**src/rtl/psum_drain_pkg.sv**
```systemverilog
// Shared definitions for the pStore read side: FSM encoding, layer-derived
// defaults and the node-index width helper.
package psum_drain_pkg;

  typedef enum logic {
    ST_IDLE   = 1'b0,
    ST_STREAM = 1'b1
  } state_t;

  localparam int RELU_NODES            = 2;
  localparam int LAYER_1_OUT_BIT_WIDTH = 8;
  localparam int OUT_W_DEF             = 4;

  // A single node still needs a 1-bit index port.
  function automatic int idxWidth(input int n);
    return (n > 1) ? $clog2(n) : 1;
  endfunction

endpackage

```
**src/rtl/psum_drain_relu_saturate.sv**
```systemverilog
// Combinational activation: arithmetic rescale, ReLU, then clamp to the
// unsigned OUT_W range.
module relu_saturate #(
  parameter int IN_W  = 8,
  parameter int OUT_W = 4,
  parameter int SHIFT = 0
) (
  input  logic signed [IN_W-1:0]  sumIn,
  output logic        [OUT_W-1:0] act
);

  localparam int MAXV = (1 << OUT_W) - 1;

  logic signed [IN_W-1:0] shifted;
  int                     s;

  always_comb begin
    shifted = sumIn >>> SHIFT;
    s       = int'(shifted);
    if (s < 0)
      act = '0;
    else if (s > MAXV)
      act = '1;
    else
      act = s[OUT_W-1:0];
  end

endmodule

```
**src/rtl/psum_drain.sv**
```systemverilog
// Captures all node sums from pStore on sumValid, clears pStore, and streams
// one ReLU/saturated activation per accepted beat downstream.
module psum_drain
  import psum_drain_pkg::*;
#(
  parameter int NODES = RELU_NODES,
  parameter int IN_W  = LAYER_1_OUT_BIT_WIDTH,
  parameter int OUT_W = OUT_W_DEF,
  parameter int SHIFT = 0
) (
  input  logic                         clk,
  input  logic                         clr,
  input  logic [NODES*IN_W-1:0]        sumIn,
  input  logic                         sumValid,
  output logic                         sumReady,
  output logic                         storeClr,
  output logic [OUT_W-1:0]             dataOut,
  output logic [idxWidth(NODES)-1:0]   nodeIdx,
  output logic                         outValid,
  input  logic                         outReady,
  output logic                         lastOut,
  output logic                         overrun,
  output state_t                       dbgState
);

  localparam int IDX_W = idxWidth(NODES);

  // Handshake: a beat transfers on a rising edge where outValid && outReady;
  // outValid never drops and dataOut/nodeIdx never change until that happens.
  // A capture happens on a rising edge where sumValid && sumReady.

  state_t                  state, nextState;
  logic [NODES*IN_W-1:0]   capReg;
  logic [IN_W-1:0]         selSum;
  logic [OUT_W-1:0]        act;
  logic                    isLast;
  logic                    beatDone;
  logic                    capture;

  assign dbgState = state;

  always_comb begin
    selSum = '0;
    for (int k = 0; k < NODES; k++)
      if (nodeIdx == IDX_W'(k))
        selSum = capReg[k*IN_W +: IN_W];
  end

  relu_saturate #(
    .IN_W  (IN_W),
    .OUT_W (OUT_W),
    .SHIFT (SHIFT)
  ) u_relu (
    .sumIn (selSum),
    .act   (act)
  );

  always_comb begin
    sumReady  = (state == ST_IDLE);
    outValid  = (state == ST_STREAM);
    isLast    = (nodeIdx == IDX_W'(NODES - 1));
    lastOut   = outValid && isLast;
    dataOut   = outValid ? act : '0;
    capture   = sumReady && sumValid;
    beatDone  = outValid && outReady;
    nextState = state;
    case (state)
      ST_IDLE:   if (sumValid) nextState = ST_STREAM;
      ST_STREAM: if (beatDone && isLast) nextState = ST_IDLE;
      default:   nextState = ST_IDLE;
    endcase
  end

  always_ff @(posedge clk or posedge clr) begin
    if (clr) begin
      state    <= ST_IDLE;
      capReg   <= '0;
      nodeIdx  <= '0;
      storeClr <= 1'b0;
      overrun  <= 1'b0;
    end else begin
      state    <= nextState;
      storeClr <= capture;
      if (capture) begin
        capReg  <= sumIn;
        nodeIdx <= '0;
      end else if (beatDone) begin
        nodeIdx <= isLast ? '0 : nodeIdx + IDX_W'(1);
      end
      // Includes the final-beat cycle: the sums arrive before we can take them.
      if (sumValid && !sumReady)
        overrun <= 1'b1;
    end
  end

endmodule

```
**config.mk**
```make
export PLATFORM = sky130hd
export DESIGN_NAME = psum_drain
export DESIGN_NICKNAME = d
export VERILOG_FILES = /design/src/rtl/psum_drain_pkg.sv /design/src/rtl/psum_drain_relu_saturate.sv /design/src/rtl/psum_drain.sv
export SDC_FILE = /design/constraint.sdc
export NUM_CORES = 1
export LEC_CHECK = 0
export CORE_UTILIZATION = 40
export DETAILED_ROUTE_END_ITERATION = 8
export PLACE_DENSITY = 0.72
export SLEW_MARGIN = 40
export SYNTH_ARGS = -nofsm -noshare
export SYNTH_HDL_FRONTEND = slang
export SYNTH_SLANG_ARGS = --single-unit
```
**constraint.sdc**
```tcl
create_clock -name clk -period 2.1 [get_ports clk]
set_input_delay 0.63 -clock clk [delete_from_list [all_inputs] [get_ports clk]]
set_output_delay 0.63 -clock clk [all_outputs]
set_load 0.01 [all_outputs]
```
# Yosys cells after proc, flatten, opt, wreduce, memory -nomap -nowiden
# Index checks and enable logic that the tools add are counted.
# op_classes
shift	0
n_eq_ne	0
n_reduce_logical	6
multipliers	0
div	0
n_bitwise	1
add_sub_neg	1
mux	10
n_lt_le_gt_ge	2
# ops
op	n
$mux 4	3
$gt 8x5->1 const B	1
$lt 8x1->1 const B	1
$mux 8	1
$logic_and 1x1->1	5
$mux 1	5
$pmux 1 s2	1
$reduce_bool 2->1	1
$add 1x1->1 const B	1
$not 1->1	1
# totals
word_cells	25
memories	0
latch_bits	0
input_bits	20
output_inout_bits	11
ramBits	0
reg_bits	20
mem_bits_ro	0

# Depth between registers and ports, before layout
# Gate-level depths: netlist (run 1).
# depth
ltp_word	5
depth_mapped	4
ltp_nobuf	3

# Modules after synthesis
# A second synthesis (run 1) with hierarchy kept.
# hier_totals
cells_unflattened	72
hier_area_um2	988.4
# by_module_without_submodules
module	seq_area_each_um2	n_inst	cells_per_inst	area_each_um2
psum_drain	500.5	1	63	947.2
relu_saturate	0.0	1	9	41.3

# Worst setup path after synthesis (run 1)
# No wires, ideal clock.
# synth_path
kind	register -> output
startpoint	register nodeIdx
endpoint	output dataOut[0]
arrival_time_ns	1.248
path_stages_with_launch	5
n_path_buf	1
required_ns	1.470
setup_slack_ns	0.222
path_cell_list	dfrtp_1 buf_6 or4b_1 o41ai_2 a21oi_1
# synth_via
elab_chain_len	5
elab_cells_between_ends	6
cone_classes	order compare (2); mux (4)
# synth_lines
item	line	text
from (decl)	psum_drain.sv:18	output logic [idxWidth(NODES)-1:0] nodeIdx,
from (signal assigned)	psum_drain.sv:88	nodeIdx <= isLast ? '0 : nodeIdx + IDX_W'(1);
$mux 8 (*)	psum_drain.sv:45	if (nodeIdx == IDX_W'(k))
$gt 8x5->1	psum_drain_relu_saturate.sv:22	else if (s > MAXV)
$mux 4	psum_drain_relu_saturate.sv:22	
$mux 4 (*)	psum_drain_relu_saturate.sv:20	if (s < 0)
$mux 4 (*)	psum_drain.sv:63	dataOut = outValid ? act : '0;
to (decl)	psum_drain.sv:17	output logic [OUT_W-1:0] dataOut,
# Every way passes the cells marked *; elsewhere a longest branch is shown, timed or not.

# Worst setup path after layout (run 1)
# layout_path
startpoint	register capReg[13]
endpoint	output dataOut[3]
# layout_via
elab_chain_len	5
elab_cells_between_ends	6
cone_classes	order compare (2); mux (4)
# layout_lines
item	line	text
from (decl)	psum_drain.sv:33	logic [NODES*IN_W-1:0] capReg;
from (signal assigned)	psum_drain.sv:85	capReg <= sumIn;
$mux 8 (*)	psum_drain.sv:45	
$gt 8x5->1	psum_drain_relu_saturate.sv:22	
$mux 4	psum_drain_relu_saturate.sv:22	
$mux 4 (*)	psum_drain_relu_saturate.sv:20	
$mux 4 (*)	psum_drain.sv:63	
# Marked as above.

==> impl_metrics.toml, run 1 <==
[route]
post_route_ant_nets = 0
drc_markers = 0
drt_iter0_markers = 3
route.detailed.wl_per_inst_um = 12.1
viasPerCell = 4.88
detail_route.first_pass.iterations = 2
route.vias.total = 620
final_routed_wirelength_um = 1540

[layout]
layout.cells.most_common_list = "sky130_fd_sc_hd__clkdlybuf4s50_1, sky130_fd_sc_hd__dfrtp_1, sky130_fd_sc_hd__mux2_2"
antenna_cells = 0
area_growth_from_synthesis_to_layout_pct = 42.1
final_cell_area_sq_mm = 0.00125
finish.net_count = 122
layout.filler_cells = 172
layout-drive-gt1-share_pct = 35.0
layout_commonest_cell = "sky130_fd_sc_hd__clkdlybuf4s50_1"

[pwr]
pwr_density_cell_mw_per_mm2 = 1310
totalPowerFinal_mw = 1.64
max_rail_drop_vdd_mv = 0.780
p_leak_nw = 0.551
switchingPower_mw = 0.538
portion_of_total_power_attributed_to_sequential_cells_pct = 42.2
clock_power_share_pct = 10.5
switching_share_pct = 32.9
combinationalPowerShare_pct = 47.3
power.internal_mw = 1.10

[timing]
relSlewSlack_pct = 76.4
timing.final.crit_period_ns = 2.25
pin_slew_with_the_least_headroom_to_its_limit_ns = 0.353
timing.final.ws_setup_ns = -0.147
timing_hold_violations_final = 0
timing.setup.tns_ns = -0.477
timing_max_transition_violations_final = 0
highest_clock_rate_mhz = 445
rsz_0062_raised_after_global_routing = "true"
clock_skew_ns = 0.00233
setup_viol = 4
min_period_over_period_pct = 107
final.hold.worst_slack_ns = 0.468

[hold_path]
hold_path_class = "flop to flop"

[grt]
grt_busiest_layer = "met2"
global_route.overflow_total = 0
via_count_of_the_first_global_routing_pass = 647
grt_first_pass_wirelength_um = 2730
global_route.usage.met3_pct = 3.74
track_usage_pct = 15.2
met1_usage_pct = 18.5
maximum_number_of_pins_on_one_net_before_global_route_repair = 21
antenna_found_initial = 0
groute.layer.met2.usage_pct = 25.7

[synth]
synth-seq-cells = 20
syn-mean-instance-area_sq_um = 14.0
synth_sequential_area_ratio_pct = 56.9
syn-instance-count = 63
synth-warning-count = 0
synth_cell_types = 15
netlist.top_cell.by_area = "sky130_fd_sc_hd__dfrtp_1"
mappedNetlistArea_sq_um = 880
synth.top_cells.by_area = "sky130_fd_sc_hd__dfrtp_1, sky130_fd_sc_hd__mux2_2, sky130_fd_sc_hd__mux2i_1"
synth.top_cell.area_share_pct = 56.9
synth.net_count = 83

[critical_path]
critical_path.startpoint_type = "flop"
cp_data_arrival_time_ns = 1.62
critical_path.endpoint_type = "output port"
timing.critical_path.required_ns = 1.47
worstSetupPathType = "flop to output port"
worstPathMaxFanout = 4

[cts]
clock_latency_ns = 0.29
tritoncts_clock_tree = "yes"
ctsRootBufferMaster = "sky130_fd_sc_hd__clkbuf_4"
cts.sinks = 20
clock_transition_time_at_the_flip_flop_clock_pins_of_the_worst_setup_and_hold_paths_ns = 0.10
clock_tree.buffer_depth = 2
cts_buffers = 3
count_of_h_tree_levels_built_during_cts = 1

[placed_design]
placed_area_sq_mm = 0.00122
routabilityCongestion = 0.703
post-dp-hpwl_um = 1190
setup_slack_at_placement_ns = -0.181
port-buffer-count = 30

[die]
floorplan.initialDensity_pct = 43.5
rows = 16
core_area_sq_mm = 0.00202
die_outline_area_sq_mm = 0.00239
fp.dieH_um = 48.9
io_pins = 31
die-width_um = 48.9

[outcome]
violations = "negative setup slack"
run_status = "complete, but fails checks"

[job]
max_cap_violations = 0
==> cell families after synthesis <==
logic type	count (synthesis)	share of synthesized area [%]
multiplexers	21	26.2
flip-flops	20	56.9
AO/OA/AOI/OAI	9	6.69
AND/OR/NAND/NOR	7	4.69
buffers and inverters	6	5.55
==> metrics by stage <==
step,utilization (%),cells
after floorplan,-,63
after global placement,60.2,122
after detailed placement,60.2,122
after CTS,61.8,127
after global routing,61.8,127
final,61.8,127
==> routing by layer <==
layer	vias to the layer above	wire length, um
li1	294	-
met1	301	669
met2	23	765
met3	2	96
met4	0	9
met5	-	0
==> timing repair <==
item / in CTS / in global routing
gates resized for setup: 20 / 0
hold buffers: 0 / 0
endpoints found under the setup margin: 5 / 4
setup buffers: 2 / 0
pin swaps: 5 / 5
hold endpoints to repair: 0 / 0
==> sequential cells by signal (all words and copies together), names as in the netlist <==
signal	count
storeClr	1
dbgState	1
overrun	1
nodeIdx	1
capReg	16
==> final timing paths <==
path / from / to / slack (ns) / cells after the start
min: overrun / overrun / 0.47 / 1
max: capReg[13] / dataOut[3] / -0.15 / 4
min reg2reg: overrun / overrun / 0.47 / 1
min in group asynchronous: clr / capReg[4] / 0.67 / 3
max in group asynchronous: clr / nodeIdx / 1.22 / 3
max reg2reg: dbgState / capReg[1] / 0.66 / 4
==> cell type report <==
type / count / area [sq um] / share of cell area, %
Sequential cell: 20 / 502 / 40.1
Multi-Input combinational cell: 37 / 345 / 27.6
Inverter: 2 / 7.51 / 0.601
Tap cell: 27 / 33.8 / 2.70
Clock buffer: 3 / 22.5 / 1.80
Timing Repair Buffer: 38 / 339 / 27.1
==> cell usage after synthesis <==
cell / count
sky130_fd_sc_hd__a21o_1: 1
sky130_fd_sc_hd__a21oi_1: 5
sky130_fd_sc_hd__and2_2: 1
sky130_fd_sc_hd__buf_4: 1
sky130_fd_sc_hd__buf_6: 3
sky130_fd_sc_hd__dfrtp_1: 20
sky130_fd_sc_hd__inv_1: 2
sky130_fd_sc_hd__mux2_2: 16
sky130_fd_sc_hd__mux2i_1: 5
sky130_fd_sc_hd__nand2_1: 2
sky130_fd_sc_hd__nor2_1: 1
sky130_fd_sc_hd__nor2b_1: 2
sky130_fd_sc_hd__o21ai_0: 2
sky130_fd_sc_hd__o41ai_2: 1
sky130_fd_sc_hd__or4b_1: 1
==> power by group through the flow <==
stage	combinational (mW)	clock [mW]	sequential, mW
2_1_floorplan	0.481	0	0.663
3_3_place_gp	0.802	0	0.681
3_5_place_dp	0.813	0	0.690
4_1_cts	0.785	0.180	0.697
5_1_grt	0.843	0.198	0.717
6_report	0.774	0.171	0.691
==> critical path, stage by stage, from the launching register on <==
cell                      delay, ns
sky130_fd_sc_hd__dfrtp_1       0.40
sky130_fd_sc_hd__or4b_4        0.55
sky130_fd_sc_hd__o41ai_4       0.09
sky130_fd_sc_hd__a21oi_1       0.14
sky130_fd_sc_hd__buf_2         0.16
No activity file was read; power rests on OpenSTA's default activity.
==> run 2, diff against run 1 <==
--- a/config.mk
+++ b/config.mk
@@ -8,6 +8,7 @@
 export CORE_UTILIZATION = 40
 export DETAILED_ROUTE_END_ITERATION = 8
 export PLACE_DENSITY = 0.72
+export REMOVE_ABC_BUFFERS = 1
 export SLEW_MARGIN = 40
 export SYNTH_ARGS = -nofsm -noshare
 export SYNTH_HDL_FRONTEND = slang
==> impl_metrics.toml, run 2 (synthesis results as in run 1) <==
[critical_path]
timing.critical_path.required_ns = 1.47
cp_data_arrival_time_ns = 1.59
critical_path.startpoint_type = "flop"
r2r-start = "dbgState"
rrSetupSlack_ns = 0.70
worst_setup_path_startpoint = "capReg[13]"
critical_path.endpoint_type = "output port"
worstPathMaxFanout = 4
timing.critical_path.cells = "or4b_4 > o41ai_4 > a21oi_1 > buf_2"
timing.critical_path.slowest_stage_cell = "sky130_fd_sc_hd__or4b_4"
critPathBufInv = 1
critical-path-max-stage-delay_ns = 0.55
worstSetupPathType = "flop to output port"
cp_top_family = "simple AND/OR/NAND/NOR gates"

[layout]
finish.net_count = 122
antenna_cells = 0
final-instance-count-excl-fill = 127
layout.filler_cells = 162
multiInputGateArea_sq_um = 349
ff_latch_area_sq_um = 500
max_ffs_per_register = 16
area_growth_from_synthesis_to_layout_pct = 43.0
layout.cells.most_common_list = "sky130_fd_sc_hd__clkdlybuf4s50_1, sky130_fd_sc_hd__dfrtp_1, sky130_fd_sc_hd__mux2_2"
layout_commonest_cell = "sky130_fd_sc_hd__clkdlybuf4s50_1"
layout-drive-gt1-share_pct = 35.0
register_containing_the_most_flip_flops_in_the_final_layout = "capReg"

[route]
route.detailed.wl_per_inst_um = 12.6
post_route_ant_nets = 0
viasPerCell = 4.82
drt_iter0_markers = 6
drc_markers = 0
route.vias.total = 612
final_routed_wirelength_um = 1600
detail_route.first_pass.iterations = 4

[cts]
ctsRootBufferMaster = "sky130_fd_sc_hd__clkbuf_4"
clock_tree.buffer_depth = 2
tritoncts_clock_tree = "yes"
clock_latency_ns = 0.28
cts_buffers = 3
cts.sinks = 20
count_of_h_tree_levels_built_during_cts = 1
clock_transition_time_at_the_flip_flop_clock_pins_of_the_worst_setup_and_hold_paths_ns = 0.10

[outcome]
run_status = "complete, but fails checks"
violations = "negative setup slack"

[pwr]
totalPowerFinal_mw = 1.66
pwr_density_cell_mw_per_mm2 = 1320
max_rail_drop_vdd_mv = 0.894
p_leak_nw = 0.552

[timing]
setup_viol = 4
min_period_over_period_pct = 106
relSlewSlack_pct = 74.3
highest_clock_rate_mhz = 450
clock_skew_ns = 0.00215
timing_hold_violations_final = 0
timing.final.crit_period_ns = 2.22
timing.final.ws_setup_ns = -0.120
pin_slew_with_the_least_headroom_to_its_limit_ns = 0.385
rsz_0062_raised_after_global_routing = "true"
timing_max_transition_violations_final = 0
final.hold.worst_slack_ns = 0.467

[die]
io_pins = 31
die-width_um = 48.9
rows = 16
core_area_sq_mm = 0.00202
die_outline_area_sq_mm = 0.00239
floorplan.initialDensity_pct = 43.5
fp.dieH_um = 48.9

[job]
max_cap_violations = 0

[grt]
maximum_number_of_pins_on_one_net_before_global_route_repair = 21
track_usage_pct = 14.8
via_count_of_the_first_global_routing_pass = 637
global_route.overflow_total = 0
antenna_found_initial = 0
grt_first_pass_wirelength_um = 2740

[placed_design]
routabilityCongestion = 0.697
port-buffer-count = 30
post-place-cells = 122
post-dp-hpwl_um = 1140
setup_slack_at_placement_ns = -0.149

[hold_path]
hold_path_class = "flop to flop"
worst_hold_startpoint = "overrun"
==> run 2: changes by cell type in the layout (fill, tap and decap cells not counted) <==
cell,change
sky130_fd_sc_hd__buf_4,-1
sky130_fd_sc_hd__dfrtp_2,-1
sky130_fd_sc_hd__clkdlybuf4s15_1,+1
sky130_fd_sc_hd__a21oi_2,+1
sky130_fd_sc_hd__a21oi_1,-1
sky130_fd_sc_hd__dlygate4sd2_1,-1
sky130_fd_sc_hd__dfrtp_1,+1
sky130_fd_sc_hd__buf_6,+1
==> run 2: report_power, final <==
group / internal [mW] / switching [mW] / leakage (nW)
clock: 0.0664 / 0.102 / 0.0138
sequential: 0.564 / 0.112 / 0.234
combinational: 0.478 / 0.341 / 0.304
==> run 2: cell type report <==
cell class	count	area share, %
clock buffer	3	1.79
inverter	2	0.597
multi-input combinational	37	27.8
sequential	20	39.8
tap	27	2.69
timing repair buffer	38	27.4
==> run 2: path summary, 6_finish.rpt <==
kind | endpoint | depth (start not counted)
worst max-delay path | dataOut[0] | 4
worst min-delay path | overrun | 1
worst max register to register | capReg[4] | 4
worst min register to register | overrun | 1
max in group asynchronous | capReg[10] | 3
min in group asynchronous | overrun | 3
==> run 2: worst register-to-register path: stages (launching register included) <==
cell and delay, ns:
sky130_fd_sc_hd__dfrtp_1 0.43, sky130_fd_sc_hd__buf_4 0.17, sky130_fd_sc_hd__nor2b_1 0.15, sky130_fd_sc_hd__buf_4 0.20, sky130_fd_sc_hd__mux2_2 0.35
==> run 2: layer usage <==
layer,vias up,global-route usage (%),routed length [um]
met3,2,2.80,80
met5,-,0,0
met4,0,2.94,13
li1,294,-,-
met2,22,25.7,781
met1,294,19.1,724
==> run 2: timing repair <==
item                                    4_1_cts  5_1_grt
hold buffers                                  0        0
endpoints found under the setup margin        5        4
resized for setup                            20        2
setup buffers                                 1        1
pin swaps                                     4        4
==> run 2: through the flow <==
| step | util (%) | area, sq um | setup TNS (ns) |
|---|---|---|---|
| final | 62.2 | 1260 | -0.465 |
| after global routing | 62.2 | 1260 | -0.738 |
| after CTS | 61.6 | 1240 | -0.450 |
| after detailed placement | 60.2 | 1220 | -0.565 |
| after global placement | 60.2 | 1220 | -0.452 |
| after floorplan | - | 838 | 0 |
==> run 3, diff against run 2 <==
--- a/config.mk
+++ b/config.mk
@@ -13,3 +13,4 @@
 export SYNTH_ARGS = -nofsm -noshare
 export SYNTH_HDL_FRONTEND = slang
 export SYNTH_SLANG_ARGS = --single-unit
+export TNS_END_PERCENT = 30
==> results of run 3 <==
Same layout as run 2: the final DEF is identical, and so are final timing and power.
